## src/rtl/fifo_pkg.sv

```systemverilog
// Shared constants, helpers and pointer layout for the sync FIFO family.
// Optional sticky error flags are enabled by FIFO_ERR_FLAGS_EN.
package fifo_pkg;

   localparam int FIFO_DEF_WIDTH = 8;
   localparam int FIFO_DEF_DEPTH = 16;

   function automatic int clog2(input int n);
      int r;
      int v;
      r = 0;
      v = n - 1;
      while (v > 0) begin
         r = r + 1;
         v = v >> 1;
      end
      return r;
   endfunction

   localparam int FIFO_DEF_AW = clog2(FIFO_DEF_DEPTH);

   // Pointer layout at the default depth: wrap bit above the storage index.
   typedef struct packed {
      logic                   wrap;
      logic [FIFO_DEF_AW-1:0] idx;
   } fifo_ptr_t;

endpackage

```

## src/rtl/fifo_mem.sv

```systemverilog
// Register-array storage with one write port and one registered read port.
// Contents and read data are cleared by rst.
module fifo_mem
   import fifo_pkg::*;
#(
   parameter int  WIDTH = FIFO_DEF_WIDTH,
   parameter int  DEPTH = FIFO_DEF_DEPTH,
   localparam int AW    = clog2(DEPTH)
) (
   input  logic             clk,
   input  logic             rst,
   input  logic             wen,
   input  logic [AW-1:0]    waddr,
   input  logic [WIDTH-1:0] wdata,
   input  logic             ren,
   input  logic [AW-1:0]    raddr,
   output logic [WIDTH-1:0] rdata
);

   logic [WIDTH-1:0] mem [DEPTH];

   // Read samples pre-edge contents, so a same-edge write never bypasses.
   always_ff @(posedge clk or posedge rst) begin
      if (rst) begin
         for (int i = 0; i < DEPTH; i++) begin
            mem[i] <= '0;
         end
         rdata <= '0;
      end else begin
         if (wen) begin
            mem[waddr] <= wdata;
         end
         if (ren) begin
            rdata <= mem[raddr];
         end
      end
   end

endmodule

```

## src/rtl/sync_fifo_param.sv

```systemverilog
// Parametrised single-clock FIFO with count and almost flags.
// Sticky overflow/underflow are built only when FIFO_ERR_FLAGS_EN is defined.
module sync_fifo_param
   import fifo_pkg::*;
#(
   parameter int  WIDTH    = FIFO_DEF_WIDTH,
   parameter int  DEPTH    = FIFO_DEF_DEPTH,
   parameter int  AF_LEVEL = 14,
   parameter int  AE_LEVEL = 2,
   localparam int AW       = clog2(DEPTH)
) (
   input  logic             clk,
   input  logic             rst,
   input  logic [WIDTH-1:0] data_in,
   input  logic             write_enable,
   input  logic             read_enable,
   output logic [WIDTH-1:0] data_out,
   output logic             full,
   output logic             empty,
   output logic             almost_full,
   output logic             almost_empty,
   output logic [AW:0]      count,
   output logic             overflow,
   output logic             underflow
);

   typedef struct packed {
      logic          wrap;
      logic [AW-1:0] idx;
   } ptr_t;

   ptr_t        wptr;
   ptr_t        rptr;
   ptr_t        wptr_next;
   ptr_t        rptr_next;
   logic        wr_acc;
   logic        rd_acc;
   logic [AW:0] count_next;

   always_comb begin
      wr_acc     = write_enable && !full;
      rd_acc     = read_enable && !empty;
      wptr_next  = ptr_t'(wptr + {{AW{1'b0}}, wr_acc});
      rptr_next  = ptr_t'(rptr + {{AW{1'b0}}, rd_acc});
      count_next = wptr_next - rptr_next;
   end

   // Flags come from next-state pointers so they are exact after the edge.
   always_ff @(posedge clk or posedge rst) begin
      if (rst) begin
         wptr         <= '0;
         rptr         <= '0;
         count        <= '0;
         full         <= 1'b0;
         empty        <= 1'b1;
         almost_full  <= 1'b0;
         almost_empty <= 1'b1;
      end else begin
         wptr         <= wptr_next;
         rptr         <= rptr_next;
         count        <= count_next;
         full         <= (wptr_next.idx == rptr_next.idx) &&
                         (wptr_next.wrap != rptr_next.wrap);
         empty        <= (wptr_next == rptr_next);
         almost_full  <= count_next >= (AW+1)'(AF_LEVEL);
         almost_empty <= count_next <= (AW+1)'(AE_LEVEL);
      end
   end

   fifo_mem #(
      .WIDTH (WIDTH),
      .DEPTH (DEPTH)
   ) u_mem (
      .clk   (clk),
      .rst   (rst),
      .wen   (wr_acc),
      .waddr (wptr.idx),
      .wdata (data_in),
      .ren   (rd_acc),
      .raddr (rptr.idx),
      .rdata (data_out)
   );

`ifdef FIFO_ERR_FLAGS_EN
   always_ff @(posedge clk or posedge rst) begin
      if (rst) begin
         overflow  <= 1'b0;
         underflow <= 1'b0;
      end else begin
         overflow  <= overflow | (write_enable && full);
         underflow <= underflow | (read_enable && empty);
      end
   end
`else
   assign overflow  = 1'b0;
   assign underflow = 1'b0;
`endif

endmodule

```

## config.mk

```make
export PLATFORM = sky130hd
export DESIGN_NAME = sync_fifo_param
export DESIGN_NICKNAME = d
export VERILOG_FILES = /design/src/rtl/fifo_pkg.sv /design/src/rtl/fifo_mem.sv /design/src/rtl/sync_fifo_param.sv
export SDC_FILE = /design/constraint.sdc
export NUM_CORES = 1
export LEC_CHECK = 0
export BUFFER_PORTS_ARGS = -buffer_cell sky130_fd_sc_hd__buf_2
export CAP_MARGIN = 20
export CORE_AREA = 2 2 136 112
export DETAILED_ROUTE_END_ITERATION = 8
export DIE_AREA = 0 0 138 114
export PLACE_DENSITY = 0.66
export SETUP_SLACK_MARGIN = 0.5
export SLEW_MARGIN = 20
export SYNTH_ARGS = -nofsm -noshare
export SYNTH_HDL_FRONTEND = slang
export SYNTH_HIERARCHICAL = 1
export SYNTH_SLANG_ARGS = --single-unit
```

## constraint.sdc

```tcl
create_clock -name clk -period 7.95 [get_ports clk]
set_input_delay 1.59 -clock clk [delete_from_list [all_inputs] [get_ports clk]]
set_output_delay 1.59 -clock clk [all_outputs]
set_load 0.03 [all_outputs]
```

==> results of run 1 <==
==> flip-flops by register name (all words and copies together), names as in the netlist <==
signal,flops
count,5
empty,1
u_mem/rdata,8
almost_full,1
u_mem/mem,128
rptr,5
almost_empty,1
wptr,5
full,1
==> cells by family after synthesis <==
family          after synthesis  synth area share (%)
other cells                   1                0.0530
compound gates               21                  2.14
mux                         168                  31.7
fa+ha+maj                     9                  1.54
flops                       155                  54.9
simple gates                 53                  4.55
xor+xnor                     13                  1.93
buf+inv                      43                  3.24
==> per-stage QoR <==
stage | worst slack, ns | power (uW) | hold WS, ns | instances | instance area (um^2)
floorplan | 2.72 | 2630 | 0.474 | 464 | 7080
global placement | 4.11 | 2910 | 0.482 | 655 | 7310
detailed placement | 4.03 | 2980 | 0.488 | 655 | 7310
CTS | 4.48 | 3720 | 0.501 | 687 | 7840
global route | 4.35 | 3930 | 0.509 | 687 | 7840
finish | 4.44 | 3700 | 0.500 | 687 | 7840
==> worst max-delay path by stage <==
stage / startpoint / end / slack, ns / cells past startpoint
floorplan: rst / u_mem/mem[0]$_DFFE_PP0P_ / 2.72 / 1
global placement: read_enable / almost_empty$_DFF_PP1_ / 4.11 / 11
detailed placement: read_enable / almost_empty$_DFF_PP1_ / 4.03 / 11
CTS: read_enable / almost_empty$_DFF_PP1_ / 4.48 / 11
global route: read_enable / almost_empty$_DFF_PP1_ / 4.35 / 11
finish: read_enable / almost_empty$_DFF_PP1_ / 4.44 / 11
==> cell usage in the layout (no fill, tap or decap), types with 4 or more instances in the layout <==
master and n:
mux4_2 32, nand2_1 4, dfrtp_1 152, nand3_1 6, a221oi_1 9, o22ai_1 8, inv_1 12, buf_2 28
mux2i_1 8, xor2_1 5, xnor2_1 5, nor2_1 12, nor2b_1 5, clkbuf_16 17, clkbuf_1 9, clkbuf_8 4
mux2_2 128, ha_1 7
==> power groups by stage <==
stage / combinational, uW / clock [uW] / sequential, uW
detailed placement: 1510 / 0 / 1470
finish: 1510 / 721 / 1460
global placement: 1460 / 0 / 1450
floorplan: 1210 / 0 / 1420
CTS: 1510 / 742 / 1460
global route: 1630 / 782 / 1520
==> critical path, delay by kind of cell <==
family,cells,cell delay (ns)
AOI/OAI and AO/OA,3,0.58
adders and majority gates,3,0.81
buffers and inverters,2,0.29
and+or+nand+nor,2,0.36
xor gates and xnor gates,1,0.23
==> layout make-up <==
type	instances	area [um^2]	area share, %
repair buffers	32	174	2.22
clock buffers	30	514	6.56
clock inverters	2	12.5	0.160
inverters	13	51.3	0.654
multi-input cells	266	2970	37.8
flip-flops and latches	155	3880	49.5
well taps	189	236	3.02
==> layer usage <==
metal | wire [um] | part of all wire, % | track usage [%] | vias up
li1 | - | - | - | 1753
met1 | 7250 | 47 | 29.1 | 2099
met2 | 7140 | 46 | 32.7 | 82
met3 | 853 | 5.5 | 5.84 | 18
met4 | 201 | 1.3 | 7.21 | 0
met5 | 0 | 0 | 0 | -
==> summary.md, run 1 <==
| Metric | Value |
|---|---|
| Status | `complete, no violations` |
| Pre-Repair DR Iteration Count | `4` |
| Worst setup EP type | `register` |
| Post-synthesis instance area | `7070 um^2` |
| Core box area | `14500 um^2` |
| Final worst-path cycle share | `44.2%` |
| Synth unique cells | `44` |
| Post-synth EDFFs | `0` |
| Total wire length | `15.4 mm` |
| Flops & latches, synth | `155` |
| Nets | `504` |
| Synthesis Warnings | `6` |
| Synth top cells by count | `dfrtp_1, mux2_2, mux4_2, inv_1, nor2_1` |
| Worst vdd ir | `0.207 mV` |
| Final setup viols | `0` |
| Launching point of the worst reg2reg path | `empty$_DFF_PP1_` |
| Max-slew violations | `0` |
| Synth-to-layout area growth | `10.8%` |
| Hold buffers post-CTS | `0` |
| Die height | `114 um` |
| Clock power share | `19.5%` |
| Largest net degree at the start of global routing | `92` |
| Critical Path Most Common Cell | `ha_1` |
| PortBufs | `28` |
| Sw frac | `34.7%` |
| Sequential area share after synthesis | `54.9%` |
| Wire length per cell | `22.5 um` |
| Area share of the largest cell type after synthesis | `54.1%` |
| Initial antenna violation count | `0` |
| Unrepaired setup endpoints after global routing | `false` |
| Total CTS buffers | `17` |
| Slowest cell delay on critical path | `0.36 ns` |
| Clock slew at reported path FFs | `0.06 ns` |
| Fmax | `285 MHz` |
| Vias in the first global route | `4205` |
| First-pass GRT wire length | `24.5 mm` |
| Syn Area/Cell | `15.3 um^2` |
| DRT antenna net count | `0` |
| Net switching power | `1280 uW` |
| Initial drt markers | `266` |
| Total Routing Usage GR | `21.1%` |
| Worst hold path startpoint | `u_mem/mem[67]$_DFFE_PP0P_` |
| Final TNS setup | `0 ns` |
| Die Area | `15700 um^2` |
| Layout cells sized above 1 | `47.0%` |
| Setup CP Type | `in2reg` |
| Via density per instance | `5.75` |
| Final hold vios | `0` |
| Core Util, Final | `54.0%` |
| # IOs | `31` |
| Hold path depth | `1` |
| Pint | `2420 uW` |
| Top cells by area, synth | `dfrtp_1, mux2_2, mux4_2` |
| Post-CTS Setup Inserts | `0` |
| Ant. Diodes | `0` |
| Worst slew pin tran | `1.15 ns` |
| Initial Util | `48.7%` |
| Clock H-tree levels | `4` |
| Total gr overflow | `0` |
| DRC viols | `0` |
| Slowest CP cell | `ha_1` |
| Required time of the critical path | `8.30 ns` |
| Slew margin rel. | `23.2%` |
| CTS Root Buffer Type | `clkbuf_16` |
| FF-to-FF path depth | `10` |
| Asr flop ratio synth | `100%` |
| CTS Buffer Depth | `2` |
| Setup slack, reg-to-reg | `5.26 ns` |
| Routability cong. | `0.807` |
| CTS tree | `built` |
| Clk_lat worst skew | `0.42 ns` |
| Yosys top cell by area | `dfrtp_1` |
| Layout Skew | `0.00840 ns` |
| HPWL after detailed placement | `9.72 mm` |
| Combinational share of power | `40.9%` |
| Tmin final | `3.51 ns` |
| Count leader, synth | `dfrtp_1` |
| Static Leak | `0.00343 uW` |
| Power density over the cells | `471 nW/um^2` |
| End of the worst hold path | `u_mem/mem[67]$_DFFE_PP0P_` |
| Vias | `3952` |
| Row Count | `40` |
| Synth Flop Type | `dfrtp_1` |
| CP Cell Sequence | `buf_2, nor2b_1, buf_4, ha_1, ha_1, xnor2_1, ha_1, o21ai_0, a221oi_1, o21ai_0, and4_1` |
| Worst setup SP type | `input pin` |
| Arrival time worst endpoint | `3.86 ns` |
| CTS-repair resized insts | `0` |
| Mapped Cells | `463` |
| Reg2Reg Capture Point | `almost_empty$_DFF_PP1_` |
| CP Max Fanout | `18` |
| Clock tree sinks | `155` |
| Maxcap violations | `0` |
| Hold Path Class | `reg2reg` |
| Fill cell count | `1194` |
| Die width | `138 um` |
| Sequential Power Share | `39.5%` |
Power figures use the tool's default switching activity.
==> run 2, diff against run 1 <==
==> constraint.sdc (replaced) <==
create_clock -name clk -period 3.7 [get_ports clk]
set_input_delay 0.74 -clock clk [delete_from_list [all_inputs] [get_ports clk]]
set_output_delay 0.74 -clock clk [all_outputs]
set_load 0.03 [all_outputs]
==> summary.md, run 2 (synthesis results as in run 1) <==
| Metric | Value |
|---|---|
| Total gr overflow | `0` |
| Final worst-path cycle share | `71.9%` |
| Initial antenna violation count | `0` |
| Static Leak | `0.00347 uW` |
| Maxcap violations | `0` |
| Met2 Use GR | `31.4%` |
| Worst path depth | `10` |
| CTS-repair resized insts | `0` |
| Worst setup SP type | `input pin` |
| Commonest non-fill, non-tap cell in the layout | `dfrtp_1` |
| Vias | `3966` |
| Die width | `138 um` |
| Critical Path Most Common Cell | `ha_1` |
| CTS Root Buffer Type | `clkbuf_16` |
| HPWL after detailed placement | `9.18 mm` |
| Initial Util | `48.7%` |
| Final TNS setup | `0 ns` |
| Combinational share of power | `41.1%` |
| Clock tree sinks | `155` |
| Layout cells sized above 1 | `47.7%` |
| # IOs | `31` |
| Hold slack | `0.455 ns` |
| Pre-Repair DR Iteration Count | `4` |
| M1 GR Usage | `27.3%` |
| Worst setup EP type | `register` |
| Slowest cell delay on critical path | `0.38 ns` |
| CTS tree | `built` |
| Ant. Diodes | `0` |
| Total Routing Usage GR | `19.9%` |
| Register with the most flip-flops | `u_mem/mem` |
| Final worst slack | `1.04 ns` |
| Reg2Reg Capture Point | `almost_empty$_DFF_PP1_` |
| Worst slew pin tran | `0.919 ns` |
| GR Util met3 | `5.12%` |
| Clk_lat worst skew | `0.42 ns` |
| Setup slack, reg-to-reg | `1.06 ns` |
| Die Area | `15700 um^2` |
| Total CTS buffers | `17` |
| Hold buffers post-CTS | `0` |
| Reg area | `3880 um^2` |
| Setup WS pre-CTS | `0.691 ns` |
| Core Util, Final | `54.6%` |
| First-pass GRT wire length | `23.5 mm` |
| Sw frac | `33.8%` |
| Vias in the first global route | `4136` |
| Clock H-tree levels | `4` |
| PortBufs | `28` |
| Setup CP Type | `in2reg` |
| Net switching power | `2700 uW` |
| Synth-to-layout area growth | `11.9%` |
| Power density over the cells | `1010 nW/um^2` |
| Fill cell count | `1189` |
| Post-CTS Setup Inserts | `0` |
| Fmax | `376 MHz` |
| Slowest CP cell | `or3_1` |
| Clock slew at reported path FFs | `0.06 ns` |
| Hold Path Class | `in2async` |
| Wire length per cell | `20.9 um` |
| Worst vdd ir | `0.951 mV` |
| Sequential Power Share | `38.3%` |
| CP Cell Sequence | `buf_2, nor2b_1, ha_1, ha_1, xnor2_1, ha_1, o21ai_0, a221oi_1, or3_1, and4_1` |
| Pint | `5290 uW` |
| GR peak layer | `met2` |
| Slew margin rel. | `38.4%` |
| CP Max Fanout | `6` |
| Largest net degree at the start of global routing | `58` |
| Tmin final | `2.66 ns` |
| DRT antenna net count | `0` |
| Via density per instance | `5.73` |
| Launching point of the worst reg2reg path | `full$_DFF_PP0_` |
| CTS Buffer Depth | `2` |
| Arrival time worst endpoint | `3.00 ns` |
| Final hold vios | `0` |
| Clock power share | `20.6%` |
| Layout Skew | `0.00973 ns` |
| Required time of the critical path | `4.05 ns` |
| Unrepaired setup endpoints after global routing | `false` |
| Status | `complete, no violations` |
| Max-slew violations | `0` |
| Row Count | `40` |
| Max reg flops | `128` |
| FF-to-FF path depth | `9` |
| Total wire length | `14.5 mm` |
| Nets | `509` |
| Core box area | `14500 um^2` |
| Buffers & Inverters on Critical Path | `1` |
| Tot Pwr | `7990 uW` |
| Biggest regs | `u_mem/mem (128), u_mem/rdata (8)` |
| Die height | `114 um` |
| Final setup viols | `0` |
| Initial drt markers | `198` |
| Multi-input gate area | `2970 um^2` |
| Cell family with most CP delay | `simple AND/OR/NAND/NOR gates` |
| DRC viols | `0` |
| Routability cong. | `0.799` |
| Most frequent cells in the layout | `dfrtp_1, mux2_2, mux4_2` |
-- run 2: metal layers --
layer	vias up	part of all wire, %
met5	-	0
li1	1754	-
met1	2124	48
met4	0	1.1
met2	76	48
met3	12	3.7
-- run 2: layout make-up --
| cell class | count | share of cell area (%) |
|---|---|---|
| sequential | 155 | 49.0 |
| clock inverter | 2 | 0.442 |
| timing repair buffer | 37 | 2.78 |
| tap | 189 | 2.99 |
| multi-input combinational | 266 | 37.5 |
| clock buffer | 30 | 6.62 |
| inverter | 13 | 0.664 |
-- run 2: power groups by stage --
| stage | combinational (uW) | sequential [uW] | clock, uW |
|---|---|---|---|
| 4_1_cts | 3300 | 3060 | 1690 |
| 3_5_place_dp | 3300 | 3080 | 0 |
| 3_3_place_gp | 3190 | 3040 | 0 |
| 6_report | 3280 | 3060 | 1650 |
| 2_1_floorplan | 2600 | 3050 | 0 |
| 5_1_grt | 3540 | 3170 | 1780 |
-- run 2: through the flow --
| step | instances | cell area [um^2] |
|---|---|---|
| floorplan | 464 | 7080 |
| global placement | 660 | 7360 |
| detailed placement | 660 | 7360 |
| CTS | 692 | 7920 |
| global route | 692 | 7920 |
| finish | 692 | 7920 |
-- run 2: worst max path at each step --
| stage | from | end | slack, ns |
|---|---|---|---|
| 2_1_floorplan | write_enable | almost_empty$_DFF_PP1_ | 1.05 |
| 6_report | write_enable | almost_empty$_DFF_PP1_ | 1.04 |
| 3_5_place_dp | write_enable | almost_empty$_DFF_PP1_ | 0.69 |
| 5_1_grt | full$_DFF_PP0_ | almost_empty$_DFF_PP1_ | 0.97 |
| 3_3_place_gp | write_enable | almost_empty$_DFF_PP1_ | 0.83 |
| 4_1_cts | full$_DFF_PP0_ | almost_empty$_DFF_PP1_ | 1.14 |
==> run 3, diff against run 2 <==
--- a/config.mk
+++ b/config.mk
@@ -10,7 +10,7 @@
 export CORE_AREA = 2 2 136 112
 export DETAILED_ROUTE_END_ITERATION = 8
 export DIE_AREA = 0 0 138 114
-export PLACE_DENSITY = 0.66
+export PLACE_DENSITY = 0.69
 export SETUP_SLACK_MARGIN = 0.5
 export SLEW_MARGIN = 20
 export SYNTH_ARGS = -nofsm -noshare
==> constraint.sdc (replaced) <==
create_clock -name clk -period 2.35 [get_ports clk]
set_input_delay 0.47 -clock clk [delete_from_list [all_inputs] [get_ports clk]]
set_output_delay 0.47 -clock clk [all_outputs]
set_load 0.03 [all_outputs]
==> summary.md, run 3 (synthesis results as in run 1) <==
| Metric | Value |
|---|---|
| Reg2Reg Capture Point | `almost_empty$_DFF_PP1_` |
| Final worst slack | `0.114 ns` |
| DRT antenna net count | `0` |
| Setup CP Type | `reg2reg` |
| CP Cell Sequence | `nor2b_2, ha_4, ha_4, xnor2_2, ha_4, o21ai_2, a221oi_2, or3_4, and4_1` |
| Clock tree sinks | `155` |
| CTS Root Buffer Type | `clkbuf_16` |
| Cell family with most CP delay | `simple AND/OR/NAND/NOR gates` |
| # IOs | `31` |
| Total gr overflow | `0` |
| Tmin final | `2.24 ns` |
| Register with the most flip-flops | `u_mem/mem` |
| FF-to-FF path depth | `9` |
| Slew margin rel. | `52.4%` |
| Non-Filler Instances | `710` |
| CTS tree | `built` |
| Hold buffers post-CTS | `0` |
| Hold Path Class | `in2async` |
| Row Count | `40` |
| Initial drt markers | `186` |
| Cells after DPL | `675` |
| Setup WS pre-CTS | `-0.105 ns` |
| Arrival time worst endpoint | `2.58 ns` |
| Die height | `114 um` |
| HPWL after detailed placement | `9.64 mm` |
| Launching point of the worst reg2reg path | `empty$_DFF_PP1_` |
| Setup slack, reg-to-reg | `0.11 ns` |
| Synth-to-layout area growth | `18.7%` |
| CTS Buffer Depth | `2` |
| Most frequent cells in the layout | `dfrtp_1, mux2_2, mux4_2` |
| Status | `complete, no violations` |
| Required time of the critical path | `2.70 ns` |
| Via density per instance | `5.73` |
| Wire length per cell | `21.3 um` |
| Initial antenna violation count | `0` |
| Largest net degree at the start of global routing | `82` |
| Total CTS buffers | `17` |
| Fmax | `447 MHz` |
| Layout Skew | `0.00751 ns` |
| Buffers & Inverters on Critical Path | `0` |
| Die width | `138 um` |
| Nets | `529` |
| DRC viols | `0` |
| Final setup viols | `0` |
| Pre-Repair DR Iteration Count | `4` |
| Slowest cell delay on critical path | `0.54 ns` |
| Worst slew pin tran | `0.713 ns` |
| Worst setup SP type | `register` |
| Initial Util | `48.7%` |
| Worst setup EP type | `register` |
| Maxcap violations | `0` |
| Die Area | `15700 um^2` |
| Total wire length | `15.1 mm` |
| Static Leak | `0.00364 uW` |
| Power density over the cells | `1630 nW/um^2` |
| Final worst-path cycle share | `95.2%` |
| Ant. Diodes | `0` |
| Core box area | `14500 um^2` |
| Max reg flops | `128` |
| Max-slew violations | `0` |
| Clock H-tree levels | `4` |
| Worst vdd ir | `1.30 mV` |
| CP Max Fanout | `4` |
| Vias | `4066` |
| Total Routing Usage GR | `20.2%` |
| Vias in the first global route | `4332` |
| Biggest regs | `u_mem/mem (128), u_mem/rdata (8)` |
| Clock slew at reported path FFs | `0.06 ns` |
| PortBufs | `28` |
| Hold slack | `0.182 ns` |
| Layout cells sized above 1 | `57.6%` |
| Critical Path Most Common Cell | `ha_4` |
| Clk_lat worst skew | `0.42 ns` |
| Commonest non-fill, non-tap cell in the layout | `dfrtp_1` |
| Slowest CP cell | `dfstp_2` |
| Core Util, Final | `57.8%` |
| Routability cong. | `0.773` |
| Final hold vios | `0` |
| First-pass GRT wire length | `24.0 mm` |
| Unrepaired setup endpoints after global routing | `true` |
run 3: cell types whose count changed in the layout (fill, tap and decap cells not counted), moves of 4 or more:
cell / delta
ha_4: +7
buf_4: +14
xor2_1: -5
dfrtp_1: -4
xor2_2: +5
ha_1: -7
clkbuf_1: -7
run 3: metrics by stage:
step / power (uW) / setup TNS, ns / area [um^2]
after floorplan: 9000 / 0 / 7140
after global placement: 10100 / -0.0117 / 7570
after detailed placement: 10400 / -0.143 / 7570
after CTS: 13400 / 0 / 8250
after global routing: 14500 / 0 / 8400
final: 13700 / 0 / 8400
run 3: cell type report:
| type | count | area (um^2) |
|---|---|---|
| inverters | 13 | 52.6 |
| clock inverters | 7 | 65.1 |
| fillers | 1133 | 6120 |
| repair buffers | 57 | 423 |
| flip-flops and latches | 155 | 3890 |
| well taps | 189 | 236 |
| clock buffers | 23 | 498 |
| multi-input cells | 266 | 3230 |
run 3: how the worst max path moves through the flow:
stage	start	end	cells past startpoint
after global routing	empty$_DFF_PP1_	almost_empty$_DFF_PP1_	9
after CTS	empty$_DFF_PP1_	almost_empty$_DFF_PP1_	9
after detailed placement	read_enable	almost_empty$_DFF_PP1_	10
after floorplan	empty$_DFF_PP1_	almost_empty$_DFF_PP1_	9
final	empty$_DFF_PP1_	almost_empty$_DFF_PP1_	9
after global placement	read_enable	almost_empty$_DFF_PP1_	10
run 3: what timing repair did:
action	in CTS	in global routing
endpoints found under the hold margin	0	0
buffers inserted	3	2
gates resized for setup	19	23
gates cloned	0	0
endpoints found under the setup margin	33	38
pin swaps	14	7
run 3: worst min-delay path, cell delays in order:
cell and delay (ns):
buf_2 0.12, clkinvlp_4 0.08, buf_12 0.34
run 3: where the power goes:
| group | switching [uW] | internal (uW) |
|---|---|---|
| registers | 812 | 4030 |
| logic | 2910 | 3370 |
| clock network | 1020 | 1580 |
| total | 4740 | 8980 |
run 3: per-layer routing:
layer | global-route usage (%) | vias up | routed length [um]
li1 | - | 1792 | -
met1 | 27.8 | 2177 | 7040
met2 | 32.2 | 84 | 7430
met3 | 5.25 | 13 | 489
met4 | 5.58 | 0 | 149
met5 | 0 | - | 0
